--- src/rtl/key_entry_ctrl.sv ---
// key_entry_ctrl: keypad BCD entry FSM that decodes keys, edits the buffer and commits the value.
// Optional idle timeout is enabled by defining KEY_TIMEOUT_EN.
module key_entry_ctrl #(
   parameter int MAX_DIGITS     = 4,
   parameter int TIMEOUT_CYCLES = 50_000_000
) (
   input  logic        clk,
   input  logic        rst,
   input  logic        key_strobe,
   input  logic [7:0]  key_code,
   output logic [15:0] entry_buf,
   output logic [2:0]  digit_cnt,
   output logic        entry_active,
   output logic [15:0] value_bcd,
   output logic [13:0] value_bin,
   output logic        value_valid,
   output logic        key_err
);
   typedef enum logic [1:0] {IDLE, ENTRY, COMMIT} state_t;
   localparam logic [2:0] MAXD = 3'(MAX_DIGITS);
   state_t state;
   logic [1:0] row_idx, col_idx;
   logic [3:0] idx;
   logic valid, is_digit, timeout;
   logic [13:0] bin;
   always_comb begin
      row_idx = '0;
      col_idx = '0;
      for (int i = 0; i < 4; i++) begin
         if (!key_code[i+4]) row_idx = 2'(i);
         if (!key_code[i]) col_idx = 2'(i);
      end
   end
   assign valid    = $onehot(~key_code[7:4]) && $onehot(~key_code[3:0]);
   assign idx      = {row_idx, col_idx};
   assign is_digit = idx < 4'd10;
   assign bin = 14'(entry_buf[15:12]) * 14'd1000 + 14'(entry_buf[11:8]) * 14'd100
              + 14'(entry_buf[7:4]) * 14'd10 + 14'(entry_buf[3:0]);
`ifdef KEY_TIMEOUT_EN
   localparam int TW = TIMEOUT_CYCLES > 1 ? $clog2(TIMEOUT_CYCLES) : 1;
   logic [TW-1:0] tmo_cnt;
   assign timeout = state == ENTRY && tmo_cnt == TW'(TIMEOUT_CYCLES - 1);
   // Any well-formed key restarts the idle interval, including ignored keys.
   always_ff @(posedge clk or posedge rst) begin
      if (rst) tmo_cnt <= '0;
      else tmo_cnt <= (state != ENTRY || (key_strobe && valid) || timeout) ? '0 : tmo_cnt + 1'b1;
   end
`else
   assign timeout = 1'b0;
`endif
   always_ff @(posedge clk or posedge rst) begin
      if (rst) begin
         state        <= IDLE;
         entry_buf    <= '0;
         digit_cnt    <= '0;
         entry_active <= 1'b0;
         value_bcd    <= '0;
         value_bin    <= '0;
         value_valid  <= 1'b0;
         key_err      <= 1'b0;
      end else begin
         value_valid <= 1'b0;
         key_err     <= 1'b0;
         case (state)
            IDLE: begin
               if (key_strobe && !valid) key_err <= 1'b1;
               else if (key_strobe && is_digit) begin
                  entry_buf    <= {12'h0, idx};
                  digit_cnt    <= 3'd1;
                  entry_active <= 1'b1;
                  state        <= ENTRY;
               end
            end
            ENTRY: begin
               if (key_strobe && !valid) key_err <= 1'b1;
               else if (key_strobe && is_digit) begin
                  if (digit_cnt < MAXD) begin
                     entry_buf <= {entry_buf[11:0], idx};
                     digit_cnt <= digit_cnt + 3'd1;
                  end else key_err <= 1'b1;
               end else if (key_strobe && idx == 4'd10) begin
                  value_bcd    <= entry_buf;
                  value_bin    <= bin;
                  value_valid  <= 1'b1;
                  entry_buf    <= '0;
                  digit_cnt    <= '0;
                  entry_active <= 1'b0;
                  state        <= COMMIT;
               end else if (key_strobe && idx == 4'd12) begin
                  entry_buf <= {4'h0, entry_buf[15:4]};
                  digit_cnt <= digit_cnt - 3'd1;
                  if (digit_cnt == 3'd1) begin
                     entry_active <= 1'b0;
                     state        <= IDLE;
                  end
               end else if ((key_strobe && idx == 4'd11) || (!key_strobe && timeout)) begin
                  key_err      <= !key_strobe;
                  entry_buf    <= '0;
                  digit_cnt    <= '0;
                  entry_active <= 1'b0;
                  state        <= IDLE;
               end
            end
            default: state <= IDLE;
         endcase
      end
   end
endmodule

--- config.mk ---
export PLATFORM = sky130hd
export DESIGN_NAME = key_entry_ctrl
export DESIGN_NICKNAME = d
export VERILOG_FILES = /design/src/rtl/key_entry_ctrl.sv
export SDC_FILE = /design/constraint.sdc
export NUM_CORES = 1
export LEC_CHECK = 0
export ABC_AREA = 0
export CORE_ASPECT_RATIO = 0.5
export CORE_MARGIN = 1
export CORE_UTILIZATION = 65
export DETAILED_ROUTE_END_ITERATION = 6
export DONT_BUFFER_PORTS = 1
export PLACE_DENSITY = 0.8
export SYNTH_ARGS = -nofsm -noshare
export SYNTH_HDL_FRONTEND = slang
export SYNTH_SLANG_ARGS = --single-unit
--- constraint.sdc ---
create_clock -name clk -period 8 [get_ports clk]
set_input_delay 0.8 -clock clk [delete_from_list [all_inputs] [get_ports clk]]
set_output_delay 0.8 -clock clk [all_outputs]
set_load 0.01 [all_outputs]
==> impl_metrics.json, run 1 <==
{
  "cts_htree_levels": 2,
  "post_cts_resized": 0,
  "postSynthCellCount": 408,
  "async_flop_share_pct": 100,
  "rsz0062_at_grt": "no",
  "setup_viol": 0,
  "grt_remaining_overflow": 0,
  "yosysTopAreaCell": "dfrtp_1",
  "dieArea_mm2": 0.00657,
  "cts_buffers": 5,
  "cp_cell_sequence": "fa_1, inv_1, fa_1, inv_1, ha_1, a21o_1, a21oi_1, xnor2_1, ha_1, ha_1, ha_1, a211oi_1, a31oi_1, a211o_1, or4_1, nand3_1",
  "dr.pass1.iters": 5,
  "setup_tns_ns": 0,
  "start_kind": "register",
  "die_w_um": 114,
  "period_minus_slack_ns": 5.11,
  "synth_top_area_share_pct": 32.7,
  "r2r_cells": 16,
  "clock-sinks": 53,
  "drive_above_1_share_pct": 6.23,
  "end_kind": "register",
  "crit_cells": 16,
  "pin_count": 63,
  "relSlewSlack_pct": 26.9,
  "chipHeight_um": 57.8,
  "post-route-period-util_pct": 63.8,
  "slew_violations": 0,
  "gp_congestion": 0.870,
  "worst_slack_ns": 2.89,
  "synth_seq_cells": 53,
  "required_ns": 8.24,
  "r2r_start": "entry_buf[14]$_DFFE_PP0P_",
  "antenna_found_initial": 0,
  "ctsHoldBuffers": 0,
  "clk-insertion-delay-late_ns": 0.30,
  "p_per_area_mw_per_mm2": 136,
  "crit_path_start": "entry_buf[14]$_DFFE_PP0P_",
  "clk_pin_slew_ns": 0.07,
  "dp.cells": 478,
  "syn_area_mm2": 0.00405,
  "grt_pass1_vias": 2924,
  "ir_worst_vdd_uv": 105,
  "syn2layout_area_growth_pct": 4.57,
  "cp_slowest_stage_delay_ns": 0.71,
  "vias": 2983,
  "fillers": 400,
  "fin_nets": 488,
  "ys.flop_type": "dfrtp_1",
  "worstSetupPathType": "reg -> reg",
  "first_iter_violations": 228,
  "grt_pass1_wl_um": 14200,
  "place_ws_ns": 2.99,
  "cts_setup_buffers": 0,
  "worst_clock_skew_ns": 0.00569,
  "leakagePower_nw": 2.18,
  "status": "completed",
  "hp-class": "reg -> reg",
  "antenna_cells": 0,
  "ys_top_cells_by_area": "dfrtp_1 (33%), ha_1 (18%), fa_1 (9.4%)",
  "worst_slew_pin_slew_ns": 1.09,
  "synth.most_common_cell": "ha_1",
  "syn_avg_cell_area_um2": 9.93,
  "wl_um": 8630,
  "finalInstanceArea_mm2": 0.00424,
  "synth_edf_count": 0,
  "placed_area_mm2": 0.00410,
  "ant_nets": 0,
  "drc_errors": 0,
  "yosys.cell_types.count": 48,
  "grtUsageTotal_pct": 28.5,
  "cts_tree": "done",
  "vias_per_cell": 6.15,
  "synth_warnings": 0,
  "crit_buf_inv": 2,
  "max_cap_viol_count": 0,
  "cts_root_buf": "clkbuf_16",
  "stdcell_count": 485,
  "coreArea_mm2": 0.00573,
  "crit_arrival_ns": 5.35,
  "clk_path_buf_depth": 2,
  "timing.hold.ws_ns": 0.483,
  "path_common_cell": "ha_1",
  "cp_max_fo": 9,
  "place_hpwl_um": 6220,
  "final_hold_viol_count": 0,
  "min_path_cells": 1,
  "num_rows": 19,
  "wl_per_cell_um": 17.8,
  "synth_nets": 495,
  "crit_family": "adder cells",
  "min_from": "state[1]$_DFFE_PP0P_",
  "synth_common_cells": "ha_1 (57), dfrtp_1 (53), nand2_1 (44)",
  "port-buffer-count": 0,
  "timing.fmax_mhz": 196,
  "yosysSeqAreaShare_pct": 32.7,
  "start_util_pct": 70.7,
  "grt_max_degree": 54,
  "slowest_stage": "fa_1"
}
power by group:
group | internal, mW | leakage, nW | switching (mW)
clock | 0.115 | 0.0659 | 0.103
sequential | 0.279 | 0.725 | 0.0230
combinational | 0.0222 | 1.39 | 0.0359
total | 0.416 | 2.18 | 0.162
worst reg2reg max path: stages (launching register included):
cell and delay (ns):
dfrtp_1 0.56, fa_1 0.71, inv_1 0.09, fa_1 0.50
inv_1 0.04, ha_1 0.34, a21o_1 0.20, a21oi_1 0.21
xnor2_1 0.15, ha_1 0.26, ha_1 0.22, ha_1 0.38
a211oi_1 0.37, a31oi_1 0.15, a211o_1 0.30, or4_1 0.47
nand3_1 0.09
metal layers:
layer | part of all wire (%) | routed length [um] | GRT usage, %
met1 | 43 | 3720 | 36.2
met2 | 48 | 4180 | 48.8
met3 | 6.1 | 524 | 6.28
met4 | 2.4 | 211 | 11.3
met5 | 0 | 0 | 0
cell type report:
type / count / area, um^2 / share of cell area (%)
inverters: 42 / 158 / 3.72
multi-input cells: 297 / 2490 / 58.8
repair buffers: 2 / 15.0 / 0.354
clock buffers: 5 / 125 / 2.95
well taps: 84 / 105 / 2.48
flip-flops and latches: 53 / 1330 / 31.3
clock inverters: 2 / 16.3 / 0.384
cell usage in the layout (no fill, tap or decap), types with 9 or more instances in the layout:
cell type and count:
a21oi_1 23, nand2_1 44, dfrtp_1 53, fa_1 19, a22oi_1 9, o21ai_1 23, inv_1 40, xnor2_1 14
o31ai_1 9, mux2_4 10, ha_1 57, nor2_1 14
worst paths after layout:
| check | endpoint | slack (ns) |
|---|---|---|
| max | value_bin[13]$_DFFE_PP0P_ | 2.89 |
| max reg2reg | value_bin[13]$_DFFE_PP0P_ | 2.89 |
| min reg2reg | key_err$_DFF_PP0_ | 0.48 |
| min in group asynchronous | value_bin[7]$_DFFE_PP0P_ | 0.65 |
| max in group asynchronous | value_bin[3]$_DFFE_PP0P_ | 6.68 |
| min | key_err$_DFF_PP0_ | 0.48 |
logic make-up (layout without fill, tap and decap cells):
| group | after synthesis | after routing | synth area share (%) |
|---|---|---|---|
| buf+inv | 58 | 51 | 5.87 |
| xor+xnor | 16 | 16 | 3.46 |
| compound gates | 100 | 100 | 15.5 |
| simple gates | 89 | 89 | 10.2 |
| mux | 16 | 16 | 5.31 |
| flops | 53 | 53 | 32.7 |
| fa+ha+maj | 76 | 76 | 27.0 |
state kept, by name (all words and copies together) (netlist names):
register      cells
key_err           1
entry_buf        16
value_valid       1
value_bcd        16
digit_cnt         3
state             2
value_bin        13
entry_active      1
per-stage QoR:
step	total power, mW	util, %
floorplan	0.350	-
global placement	0.360	71.5
detailed placement	0.366	71.5
CTS	0.581	73.9
global route	0.602	73.9
finish	0.578	73.9
Power figures use the tool's default switching activity.
==> run 2, diff against run 1 <==
clock period = 5.33 ns   (was 8 ns; I/O delays follow)
==> run 2 against run 1 <==
Compared with the run above:
- critical endpoint unchanged
- combinational power up 48%
- register-to-register slack got worse by 2.6 ns
- utilization up 0.61 points
- final area rose by 0.83%
- critical path depth unchanged
- routed wire length up 0.43%
- highest routed layer unchanged
- fmax is 2.1% higher
- sequential cell count is the same
- hold slack lost 0.18 ns
- clock skew grew 0.0029 ns
==> impl_metrics.json, run 2 (same netlist as run 1, synthesis figures left out) <==
{
  "cp_slowest_stage_delay_ns": 0.72,
  "antenna_found_initial": 0,
  "grt_pass1_wl_um": 14500,
  "final_cell_mix": "ha_1 (57), dfrtp_1 (53), nand2_1 (44)",
  "swShare_pct": 27.6,
  "pin_count": 63,
  "end_kind": "register",
  "power_switching_mw": 0.245,
  "drive_above_1_share_pct": 7.18,
  "start_kind": "register",
  "die_w_um": 114,
  "p_per_area_mw_per_mm2": 207,
  "wl_per_cell_um": 17.8,
  "max_cap_viol_count": 0,
  "dieArea_mm2": 0.00657,
  "clkPwrFrac_pct": 39.0,
  "port-buffer-count": 0,
  "grt_pass1_vias": 3011,
  "drc_errors": 0,
  "clk_path_buf_depth": 2,
  "chipHeight_um": 57.8,
  "start_util_pct": 70.7,
  "grt_max_degree": 54,
  "clock-sinks": 53,
  "crit_arrival_ns": 5.24,
  "utilization_pct": 74.6,
  "cts_buffers": 5,
  "cts_setup_buffers": 0,
  "setup_viol": 0,
  "cts_root_buf": "clkbuf_16",
  "worstSetupPathType": "reg -> reg",
  "power_mw": 0.886,
  "setup_tns_ns": 0,
  "cts_htree_levels": 2,
  "timing.hold.ws_ns": 0.307,
  "slew_violations": 0,
  "antenna_cells": 0,
  "slowest_stage": "fa_1",
  "path_common_cell": "ha_1",
  "syn2layout_area_growth_pct": 5.44,
  "coreArea_mm2": 0.00573,
  "rsz0062_at_grt": "no",
  "required_ns": 5.57,
  "worst_slew_pin_slew_ns": 1.10,
  "cp_cell_sequence": "fa_1, inv_1, fa_1, inv_1, ha_1, a21o_1, a21oi_1, xnor2_1, ha_1, ha_1, ha_1, a211oi_2, a31oi_1, a211o_1, or4_1, nand3_1",
  "ant_nets": 0,
  "dr.pass1.iters": 5,
  "timing.fmax_mhz": 200,
  "first_iter_violations": 170,
  "ir_worst_vdd_uv": 133,
  "post-route-period-util_pct": 93.8,
  "grtUsageTotal_pct": 28.7,
  "grt_remaining_overflow": 0,
  "clk_pin_slew_ns": 0.07,
  "post_cts_resized": 0,
  "cts_tree": "done",
  "p_int_mw": 0.642,
  "vias_per_cell": 6.13,
  "leakagePower_nw": 2.20,
  "ctsHoldBuffers": 0,
  "combPwrFrac_pct": 9.7,
  "num_rows": 19,
  "power.share.sequential_pct": 51.3,
  "hp-class": "in -> reg",
  "final_common_cell": "ha_1",
  "status": "completed",
  "gp_congestion": 0.905,
  "clk-insertion-delay-late_ns": 0.30,
  "relSlewSlack_pct": 26.6,
  "largestRegisters": "entry_buf (16), value_bcd (16), value_bin (13)",
  "place_hpwl_um": 6370,
  "vias": 2992,
  "wl_um": 8670,
  "cp_max_fo": 9,
  "fin_nets": 490,
  "worst_clock_skew_ns": 0.00857,
  "final_hold_viol_count": 0,
  "period_minus_slack_ns": 5.00
}
-- run 2: cell count changes in the layout (fill, tap and decap cells not counted), sizes merged --
cell and delta:
clkbuf +1, inv +1, clkinvlp -1, buf +2
-- run 2: critical path, delay by kind of cell (launching register included) --
kind	cells	cell delay (ns)
flops	1	0.53
fa+ha+maj	6	2.46
xor+xnor	1	0.10
compound gates	5	1.15
simple gates	2	0.56
buf+inv	2	0.14
-- run 2: final cells by class --
type                       instances  area, um^2
multi-input combinational        297        2500
fill                             398        1460
sequential                        53        1330
inverter                          42         158
clock buffer                       6         139
tap                               84         105
timing repair buffer               4        30.0
clock inverter                     2        17.5
-- run 2: power by group through the flow --
| stage | registers [mW] | clock network [mW] | logic [mW] |
|---|---|---|---|
| 6_report | 0.455 | 0.346 | 0.0860 |
| 5_1_grt | 0.457 | 0.364 | 0.0999 |
| 4_1_cts | 0.454 | 0.353 | 0.0871 |
| 3_5_place_dp | 0.462 | 0 | 0.0866 |
| 3_3_place_gp | 0.461 | 0 | 0.0804 |
| 2_1_floorplan | 0.451 | 0 | 0.0742 |
-- run 2: final timing paths --
kind                       slack [ns]                   endpoint                      start  cells past startpoint
min in group asynchronous        0.39   value_bcd[7]$_DFFE_PP0P_                        rst                      1
max reg2reg                      0.33  value_bin[13]$_DFFE_PP0P_  entry_buf[13]$_DFFE_PP0P_                     16
min                              0.31       state[1]$_DFFE_PP0P_                 key_strobe                      1
max                              0.33  value_bin[13]$_DFFE_PP0P_  entry_buf[13]$_DFFE_PP0P_                     16
min reg2reg                      0.47          key_err$_DFF_PP0_       state[1]$_DFFE_PP0P_                      1
max in group asynchronous        4.28  value_bcd[15]$_DFFE_PP0P_                        rst                      1
-- run 2: metal layers --
layer	share of wire [%]	GRT usage (%)	vias to the layer above
li1	-	-	1413
met1	45	37.6	1472
met2	49	49.0	100
met3	5.7	6.17	7
met4	0.61	8.46	0
met5	0	0	-
-- run 2: through the flow --
stage               cell area (um^2)  instances  setup WS [ns]
floorplan                       4050        408          0.559
global placement                4110        480          0.465
detailed placement              4110        480          0.311
CTS                             4270        488          0.245
global route                    4270        488         0.0284
finish                          4270        488          0.328
==> run 3, diff against run 2 <==
HOLD_SLACK_MARGIN = 0.08   (was unset)
==> results of run 3 <==
No change in the layout: final DEF, timing and power equal those of run 2.
